<file path="src/rtl/glitch_window_ctrl_if.sv">
// Control/status bundle between the glitch sequencer and its host/trigger logic.
// master drives config, arm/disarm and triggers; slave is the sequencer itself.
interface glitch_window_ctrl_if #(
  parameter int NUM_CH = 2,
  parameter int CNT_W  = 16,
  parameter int REP_W  = 8
);
  localparam int CH_W = $clog2(NUM_CH) + 1;

  logic              arm_i;
  logic              disarm_i;
  logic [NUM_CH-1:0] ch_en_i;
  logic [NUM_CH-1:0] trig_i;
  logic [CNT_W-1:0]  delay_i;
  logic [CNT_W-1:0]  width_i;
  logic [CNT_W-1:0]  gap_i;
  logic [REP_W-1:0]  repeat_i;
  logic              glitch_sel_o;
  logic              armed_o;
  logic              busy_o;
  logic              done_o;
  logic              err_o;
  logic [CH_W-1:0]   trig_ch_o;

  modport master (
    output arm_i, disarm_i, ch_en_i, trig_i, delay_i, width_i, gap_i, repeat_i,
    input  glitch_sel_o, armed_o, busy_o, done_o, err_o, trig_ch_o
  );

  modport slave (
    input  arm_i, disarm_i, ch_en_i, trig_i, delay_i, width_i, gap_i, repeat_i,
    output glitch_sel_o, armed_o, busy_o, done_o, err_o, trig_ch_o
  );
endinterface

</file>
<file path="src/rtl/glitch_window_ctrl.sv">
// Sequenced clock-glitch window generator: after a synchronised trigger edge, waits
// delay cycles then emits (repeat+1) select pulses of fixed width separated by a gap.
//
// state   | meaning
// IDLE    | waiting for arm
// ARMED   | config latched, watching enabled trigger edges
// DELAY   | counting down from trigger to first pulse
// PULSE   | glitch_sel_o high for width cycles
// GAP     | glitch_sel_o low for max(gap,1) cycles
// DONE    | one-cycle done_o, then IDLE
module glitch_window_ctrl #(
  parameter int NUM_CH      = 2,
  parameter int CNT_W       = 16,
  parameter int REP_W       = 8,
  parameter int SYNC_STAGES = 2
) (
  input logic clk,
  input logic rst,
  glitch_window_ctrl_if.slave bus
);
  localparam int CH_W = $clog2(NUM_CH) + 1;

  typedef enum logic [2:0] {S_IDLE, S_ARMED, S_DELAY, S_PULSE, S_GAP, S_DONE} state_t;

  state_t                               state;
  logic [SYNC_STAGES-1:0][NUM_CH-1:0]   sync_q;
  logic [NUM_CH-1:0]                    trig_prev;
  logic [NUM_CH-1:0]                    rise_q;
  logic [NUM_CH-1:0]                    ch_en_q;
  logic [CNT_W-1:0]                     delay_q, width_q, gap_q, cnt;
  logic [REP_W-1:0]                     rep_cnt;
  logic [CH_W-1:0]                      win_idx;

  // Edges are only recorded while ARMED so a trigger that rose before arm cannot fire.
  always_ff @(posedge clk) begin
    if (rst) begin
      sync_q    <= '0;
      trig_prev <= '0;
      rise_q    <= '0;
    end else begin
      sync_q    <= {sync_q[SYNC_STAGES-2:0], bus.trig_i};
      trig_prev <= sync_q[SYNC_STAGES-1];
      rise_q    <= sync_q[SYNC_STAGES-1] & ~trig_prev & ch_en_q
                   & {NUM_CH{state == S_ARMED}};
    end
  end

  always_comb begin
    win_idx = '0;
    for (int i = NUM_CH - 1; i >= 0; i--) begin
      if (rise_q[i]) win_idx = CH_W'(i);
    end
  end

  always_ff @(posedge clk) begin
    if (rst) begin
      state            <= S_IDLE;
      ch_en_q          <= '0;
      delay_q          <= '0;
      width_q          <= '0;
      gap_q            <= '0;
      cnt              <= '0;
      rep_cnt          <= '0;
      bus.glitch_sel_o <= 1'b0;
      bus.armed_o      <= 1'b0;
      bus.busy_o       <= 1'b0;
      bus.done_o       <= 1'b0;
      bus.err_o        <= 1'b0;
      bus.trig_ch_o    <= '0;
    end else begin
      bus.done_o <= 1'b0;
      bus.err_o  <= 1'b0;
      if (bus.disarm_i) begin
        state            <= S_IDLE;
        bus.glitch_sel_o <= 1'b0;
        bus.armed_o      <= 1'b0;
        bus.busy_o       <= 1'b0;
      end else begin
        unique case (state)
          S_IDLE: begin
            if (bus.arm_i) begin
              if (bus.width_i == '0 || bus.ch_en_i == '0) begin
                bus.err_o <= 1'b1;
              end else begin
                state         <= S_ARMED;
                bus.armed_o   <= 1'b1;
                bus.trig_ch_o <= '0;
                ch_en_q       <= bus.ch_en_i;
                delay_q       <= bus.delay_i;
                width_q       <= bus.width_i;
                gap_q         <= bus.gap_i;
                rep_cnt       <= bus.repeat_i;
              end
            end
          end
          S_ARMED: begin
            if (rise_q != '0) begin
              bus.trig_ch_o <= win_idx;
              bus.armed_o   <= 1'b0;
              bus.busy_o    <= 1'b1;
              if (delay_q == '0) begin
                state            <= S_PULSE;
                bus.glitch_sel_o <= 1'b1;
                cnt              <= width_q - CNT_W'(1);
              end else begin
                state <= S_DELAY;
                cnt   <= delay_q - CNT_W'(1);
              end
            end
          end
          S_DELAY: begin
            if (cnt == '0) begin
              state            <= S_PULSE;
              bus.glitch_sel_o <= 1'b1;
              cnt              <= width_q - CNT_W'(1);
            end else begin
              cnt <= cnt - CNT_W'(1);
            end
          end
          S_PULSE: begin
            if (cnt == '0) begin
              bus.glitch_sel_o <= 1'b0;
              if (rep_cnt == '0) begin
                state      <= S_DONE;
                bus.busy_o <= 1'b0;
                bus.done_o <= 1'b1;
              end else begin
                state <= S_GAP;
                cnt   <= (gap_q == '0) ? '0 : gap_q - CNT_W'(1);
              end
            end else begin
              cnt <= cnt - CNT_W'(1);
            end
          end
          S_GAP: begin
            if (cnt == '0) begin
              state            <= S_PULSE;
              bus.glitch_sel_o <= 1'b1;
              cnt              <= width_q - CNT_W'(1);
              rep_cnt          <= rep_cnt - REP_W'(1);
            end else begin
              cnt <= cnt - CNT_W'(1);
            end
          end
          S_DONE: state <= S_IDLE;
          default: state <= S_IDLE;
        endcase
      end
    end
  end
endmodule

</file>
<file path="src/flat_wrapper.sv">
// flat-port wrapper written by rule: the top's interface ports become plain ports
module glitch_window_ctrl_flat 
#(
  parameter int NUM_CH      = 2,
  parameter int CNT_W       = 16,
  parameter int REP_W       = 8,
  parameter int SYNC_STAGES = 2
)
  (clk, rst, bus_arm_i, bus_disarm_i, bus_ch_en_i, bus_trig_i, bus_delay_i, bus_width_i, bus_gap_i, bus_repeat_i, bus_glitch_sel_o, bus_armed_o, bus_busy_o, bus_done_o, bus_err_o, bus_trig_ch_o);
  glitch_window_ctrl_if #(.NUM_CH(NUM_CH), .CNT_W(CNT_W), .REP_W(REP_W)) bus_i ();
  input logic clk;
  input logic rst;
  input wire logic [$bits(bus_i.arm_i)-1:0] bus_arm_i;
  input wire logic [$bits(bus_i.disarm_i)-1:0] bus_disarm_i;
  input wire logic [$bits(bus_i.ch_en_i)-1:0] bus_ch_en_i;
  input wire logic [$bits(bus_i.trig_i)-1:0] bus_trig_i;
  input wire logic [$bits(bus_i.delay_i)-1:0] bus_delay_i;
  input wire logic [$bits(bus_i.width_i)-1:0] bus_width_i;
  input wire logic [$bits(bus_i.gap_i)-1:0] bus_gap_i;
  input wire logic [$bits(bus_i.repeat_i)-1:0] bus_repeat_i;
  output wire logic [$bits(bus_i.glitch_sel_o)-1:0] bus_glitch_sel_o;
  output wire logic [$bits(bus_i.armed_o)-1:0] bus_armed_o;
  output wire logic [$bits(bus_i.busy_o)-1:0] bus_busy_o;
  output wire logic [$bits(bus_i.done_o)-1:0] bus_done_o;
  output wire logic [$bits(bus_i.err_o)-1:0] bus_err_o;
  output wire logic [$bits(bus_i.trig_ch_o)-1:0] bus_trig_ch_o;
  assign bus_i.arm_i = bus_arm_i;
  assign bus_i.disarm_i = bus_disarm_i;
  assign bus_i.ch_en_i = bus_ch_en_i;
  assign bus_i.trig_i = bus_trig_i;
  assign bus_i.delay_i = bus_delay_i;
  assign bus_i.width_i = bus_width_i;
  assign bus_i.gap_i = bus_gap_i;
  assign bus_i.repeat_i = bus_repeat_i;
  assign bus_glitch_sel_o = bus_i.glitch_sel_o;
  assign bus_armed_o = bus_i.armed_o;
  assign bus_busy_o = bus_i.busy_o;
  assign bus_done_o = bus_i.done_o;
  assign bus_err_o = bus_i.err_o;
  assign bus_trig_ch_o = bus_i.trig_ch_o;
  glitch_window_ctrl #(.NUM_CH(NUM_CH), .CNT_W(CNT_W), .REP_W(REP_W), .SYNC_STAGES(SYNC_STAGES)) u_core (.clk(clk), .rst(rst), .bus(bus_i));
endmodule
</file>
<file path="config.mk">
export PLATFORM = sky130hd
export DESIGN_NAME = glitch_window_ctrl_flat
export DESIGN_NICKNAME = d
export VERILOG_FILES = /design/src/rtl/glitch_window_ctrl_if.sv /design/src/rtl/glitch_window_ctrl.sv /design/src/flat_wrapper.sv
export SDC_FILE = /design/constraint.sdc
export NUM_CORES = 1
export LEC_CHECK = 0
export ABC_CLOCK_PERIOD_IN_PS = 3300
export CAP_MARGIN = 15
export CELL_PAD_IN_SITES_DETAIL_PLACEMENT = 0
export CELL_PAD_IN_SITES_GLOBAL_PLACEMENT = 1
export CORE_MARGIN = 2
export CORE_UTILIZATION = 44
export DETAILED_ROUTE_END_ITERATION = 16
export PLACE_DENSITY = 0.89
export REMOVE_ABC_BUFFERS = 1
export SLEW_MARGIN = 20
export SYNTH_ARGS = -nofsm -noshare
export SYNTH_HDL_FRONTEND = slang
export SYNTH_SLANG_ARGS = --single-unit
</file>
<file path="constraint.sdc">
create_clock -name clk -period 3.3 [get_ports clk]
set_input_delay 0.66 -clock clk [delete_from_list [all_inputs] [get_ports clk]]
set_output_delay 0.66 -clock clk [all_outputs]
set_load 0.05 [all_outputs]
</file>
# Yosys cells after proc, flatten, opt, wreduce, memory -nomap -nowiden
# Index checks and enable logic that the tools add are counted.
[totals]
regBits = 92
in_bits = 64
out_inout_bits = 7
word_cells = 110
[op_classes]
add_sub_neg = 5
eq_ne = 13
mux = 40
bitwise_logic = 10
reduce_logical = 25
[ops]
columns = ["operator", "count"]
rows = [
  ["16-bit two-way mux", 6],
  ["16-bit zero test", 4],
  ["16-bit by 1-bit subtractor with 16-bit output, second input constant", 4],
  ["16-bit one-hot mux with 3 select lines", 1],
  ["8-bit two-way mux", 3],
  ["5-bit AND reduction", 4],
  ["1-bit two-way mux", 16],
  ["8-bit one-hot mux with 2 select lines", 1],
  ["4-bit AND reduction", 4],
  ["3-bit two-way mux", 5],
  ["3-bit one-hot mux with 4 select lines", 1],
  ["8-bit zero test", 1],
  ["2-bit by 1-bit inequality test with 1-bit output, second input constant", 4],
  ["2-bit inequality test, second input constant", 4],
  ["2-bit nonzero test", 4],
  ["4-bit OR reduction", 2],
  ["8-bit by 1-bit subtractor with 8-bit output, second input constant", 1],
  ["2-bit bitwise AND", 3],
  ["3-bit by 2-bit == test with 1-bit output, second input constant", 2],
  ["2-bit two-way mux", 3],
  ["1-bit inverter", 6],
  ["1-bit one-hot mux with 2 select lines", 2],
  ["2-bit one-hot mux with 2 select lines", 1],
  ["2-bit OR reduction", 2],
  ["9 further kinds", 9],
]

# Depth between registers and ports, before layout
[depth]
word_depth = 5
mapped_depth = 10

# Least setup slack after synthesis
# OpenSTA, ideal clock, no wires.
[synth_path]
path_kind = "input to register"
startpoint = "in bus_width_i[10]"
endpoint = "reg u_core.rep_cnt[3]"
setup_time_ps = 128
arrival_ps = 2168
path_slack_ps = 1004
path_stages = 7
path_buffers = 1
cell_sequence = "nor4_1 > a41oi_1 > and2_1 > o21ai_0 > buf_2 > a2bb2oi_1 > nor2_1"
[synth_between]
elab_chain_cells = 4
[synth_lines]
columns = ["item", "line_no", "rtl"]
rows = [
  ["start, declared", "flat_wrapper.sv:18", "input wire logic [$bits(bus_i.width_i)-1:0] bus_width_i;"],
  ["16-bit zero test", "glitch_window_ctrl.sv:82", "if (bus.width_i == '0 || bus.ch_en_i == '0) begin"],
  ["1-bit logical OR", "glitch_window_ctrl.sv:82", ""],
  ["2-bit inequality test (no source line)", "n/a", ""],
  ["5-bit AND reduction (no source line)", "n/a", ""],
  ["end signal, assigned", "glitch_window_ctrl.sv:92", "rep_cnt <= bus.repeat_i;"],
  ["end signal, assigned", "glitch_window_ctrl.sv:140", "rep_cnt <= rep_cnt - REP_W'(1);"],
  ["end, declared", "glitch_window_ctrl.sv:31", "logic [REP_W-1:0] rep_cnt;"],
]
# No other way between the ends.
# A chain may end at the register's enable or synchronous reset.

# Worst setup path after layout
[layout_path]
startpoint = "in bus_width_i[2]"
endpoint = "reg u_core.rep_cnt[0]"
# Same word-level chain as after synthesis.

==> results.txt <==
CTS Sinks - 91
Tot Pwr - 2.79 mW
die height - 114 um
# Max-Cap Violations - 0
P_leak - 2.46 nW
input/output buffers - 69
Pwr per Cell Area - 433 mW/mm^2
gr ovfl total - 0
Initial Util - 44.6%
largest net degree at the start of global routing - 39
Netlist cell types - 70
worst slew pin tran - 0.742 ns
Synth area leader - dfxtp_1
worst min path class - flop to flop
wirelength, routed - 14600 um
Synth Register Bits - 91
Fmax - 368 MHz
Synth top cells by count - nand2_1 (131), dfxtp_1 (91), a21oi_1 (84), nor2_1 (59), o21ai_0 (33)
Max Clock Skew - 0.00759 ns
CP max FO - 15
DR WL/cell - 15.9 um
DRC violations left - 0
endpoints failing hold - 0
DRT Pass-1 Iters - 5
clock latency on the worst-skew pair - 0.35 ns
register area share after synthesis - 34.3%
Mapped Area - 0.00531 sq mm
Setup-failing EPs final - 0
Placer Congestion - 0.930
Placeable Area - 0.0119 sq mm
count leader, synth - nand2_1
Die Wd - 114 um
synthesized area per cell - 7.52 sq um
layout cell share with drive strength beyond 1 - 8.06%
Detail Placement HPWL - 10800 um
Vias/cell - 5.73
Main synth FF type - dfxtp_1
Rows - 40
Root Driver - clkbuf_16
IO Pins - 71
P&R area growth vs syn - 21.2%
CP arrival - 2.96 ns
first-pass GRT wire length - 24100 um
Worst R2R Setup Slack - 0.75 ns
area post-placement - 0.00615 sq mm
setup bufs post-CTS - 0
initial antenna violation count - 0
clock tree from TritonCTS - built
number of global-route vias before repair - 4999
total track usage - 23.0%
die area - 0.0130 sq mm
post-synth top area share - 34.3%
worst setup path category - input port to flop
EDFF count, synth - 0
ranking of synthesized cells by area - dfxtp_1 (34%), nand2_1 (9.3%), a21oi_1 (7.9%)
CP cell instances - clkdlybuf4s50_1 -> nor4_1 -> a41oi_1 -> and2_1 -> o21ai_0 -> buf_4 -> a21oi_1 -> o221a_2
Slew Limit Fails - 0
CTS Buf Count - 9
Antenna Cells - 0
via count - 5245
Critical Path RT - 3.54 ns
Layout Nets - 835
DR iter-0 viols - 445
Warnings, synthesis - 0
CP endpoint kind - flop
post-route clock period utilization - 82.4%
Setup crit start kind - input port
htree depth - 3
Post-DRT Antenna Nets - 0
ys async rst share - 0%
Post-Layout Inst Area - 0.00644 sq mm
unrepaired setup endpoints after global routing - no
Worst slew margin - 50.2%
hold-fix buffers at CTS - 0
fin crit period - 2.72 ns
Max IR drop VDD - 220 uV
CP max stage cell - nor4_1
CTS max path bufs - 2
Syn Inst Count - 706
post_cts resized - 0
slowest stage delay, CP - 0.52 ns
clock slew at reported path FFs - 0.06 ns
outcome - complete, no violations
[worst max-delay path, delay by kind of cell]
family,cells,cell delay (ns)
AO/OA/AOI/OAI,4,0.85
AND/OR/NAND/NOR,2,0.82
buffers and inverters,2,0.63
[worst paths after layout]
| kind | startpoint | endpoint | depth (start not counted) |
|---|---|---|---|
| worst min register to register | u_core.trig_prev[1]$_SDFF_PP0_ | u_core.rise_q[1]$_SDFF_PP0_ | 1 |
| worst max-delay path | bus_width_i[2] | u_core.rep_cnt[0]$_SDFFE_PP0P_ | 8 |
| worst max register to register | u_core.cnt[0]$_SDFFE_PP0P_ | u_core.cnt[3]$_SDFFE_PP0P_ | 8 |
| worst min-delay path | u_core.trig_prev[1]$_SDFF_PP0_ | u_core.rise_q[1]$_SDFF_PP0_ | 1 |
[state kept, by name, indices dropped and copies added (netlist names)]
name and count:
u_core.bus.done_o 1, u_core.sync_q 4, u_core.rise_q 2, u_core.rep_cnt 8, u_core.width_q 16, u_core.bus.trig_ch_o 1, u_core.gap_q 16, u_core.delay_q 16
u_core.bus.glitch_sel_o 1, u_core.ch_en_q 2, u_core.bus.armed_o 1, u_core.cnt 16, u_core.bus.err_o 1, u_core.trig_prev 2, u_core.state 3, u_core.bus.busy_o 1
[per-layer routing]
metal	vias to the layer above	global-route usage, %	part of all wire (%)
met5	-	0	0
met4	0	9.67	2.4
met3	26	3.51	5.9
met2	158	36.8	45
met1	2433	31.1	46
li1	2628	-	-
[report_power, final]
group | internal, mW | switching (mW)
logic | 0.281 | 0.337
registers | 1.13 | 0.0428
clock network | 0.553 | 0.439
total | 1.97 | 0.819
[cells by family (layout without fill, tap and decap cells)]
kind of cell / after synthesis / after routing / share of synthesized area, %
adder cells (fa/ha/maj): 7 / 7 / 1.65
XOR/XNOR: 40 / 40 / 6.60
AO/OA/AOI/OAI: 186 / 186 / 21.0
flip-flops: 91 / 91 / 34.3
multiplexers: 7 / 7 / 1.34
AND/OR/NAND/NOR: 317 / 317 / 30.5
other: 1 / 1 / 0.0706
buffers and inverters: 57 / 120 / 4.55
[cell type report]
type | count | area, sq um
Clock buffer | 11 | 253
Clock inverter | 5 | 35.0
Fill cell | 1187 | 5470
Inverter | 16 | 60.1
Multi-Input combinational cell | 558 | 3260
Sequential cell | 91 | 1820
Tap cell | 147 | 184
Timing Repair Buffer | 88 | 828
[per-stage QoR]
step           worst slack [ns]  utilization (%)  hold slack [ns]  std cells  TNS, ns
2_1_floorplan           -0.0448                -            0.373        665  -0.0850
3_3_place_gp              0.250             51.6            0.395        900        0
3_5_place_dp              0.186             51.6            0.400        900        0
4_1_cts                   0.560             54.0            0.410        916        0
5_1_grt                   0.425             54.0            0.424        916        0
6_report                  0.582             54.0            0.410        916        0
[cells in the final DEF (no fill, tap or decap), drive strengths merged, types with 4 or more instances in the layout]
cell and instances:
a21oi 84, nor3 19, nand2 131, nand4 8, xnor2 20, a211oi 5
o221ai 4, nor3b 7, nor2b 10, o21ai 35, ha 7, o22ai 11
mux2i 6, or3 7, xor2 20, buf 20, clkdlybuf4s50 68, a31oi 11
nor4b 4, nand4b 4, o211ai 7, or2 7, clkbuf 11, nor4 18
nor2 59, or4 5, nand3 18, dfxtp 91, inv 17
Power figures use the tool's default switching activity.
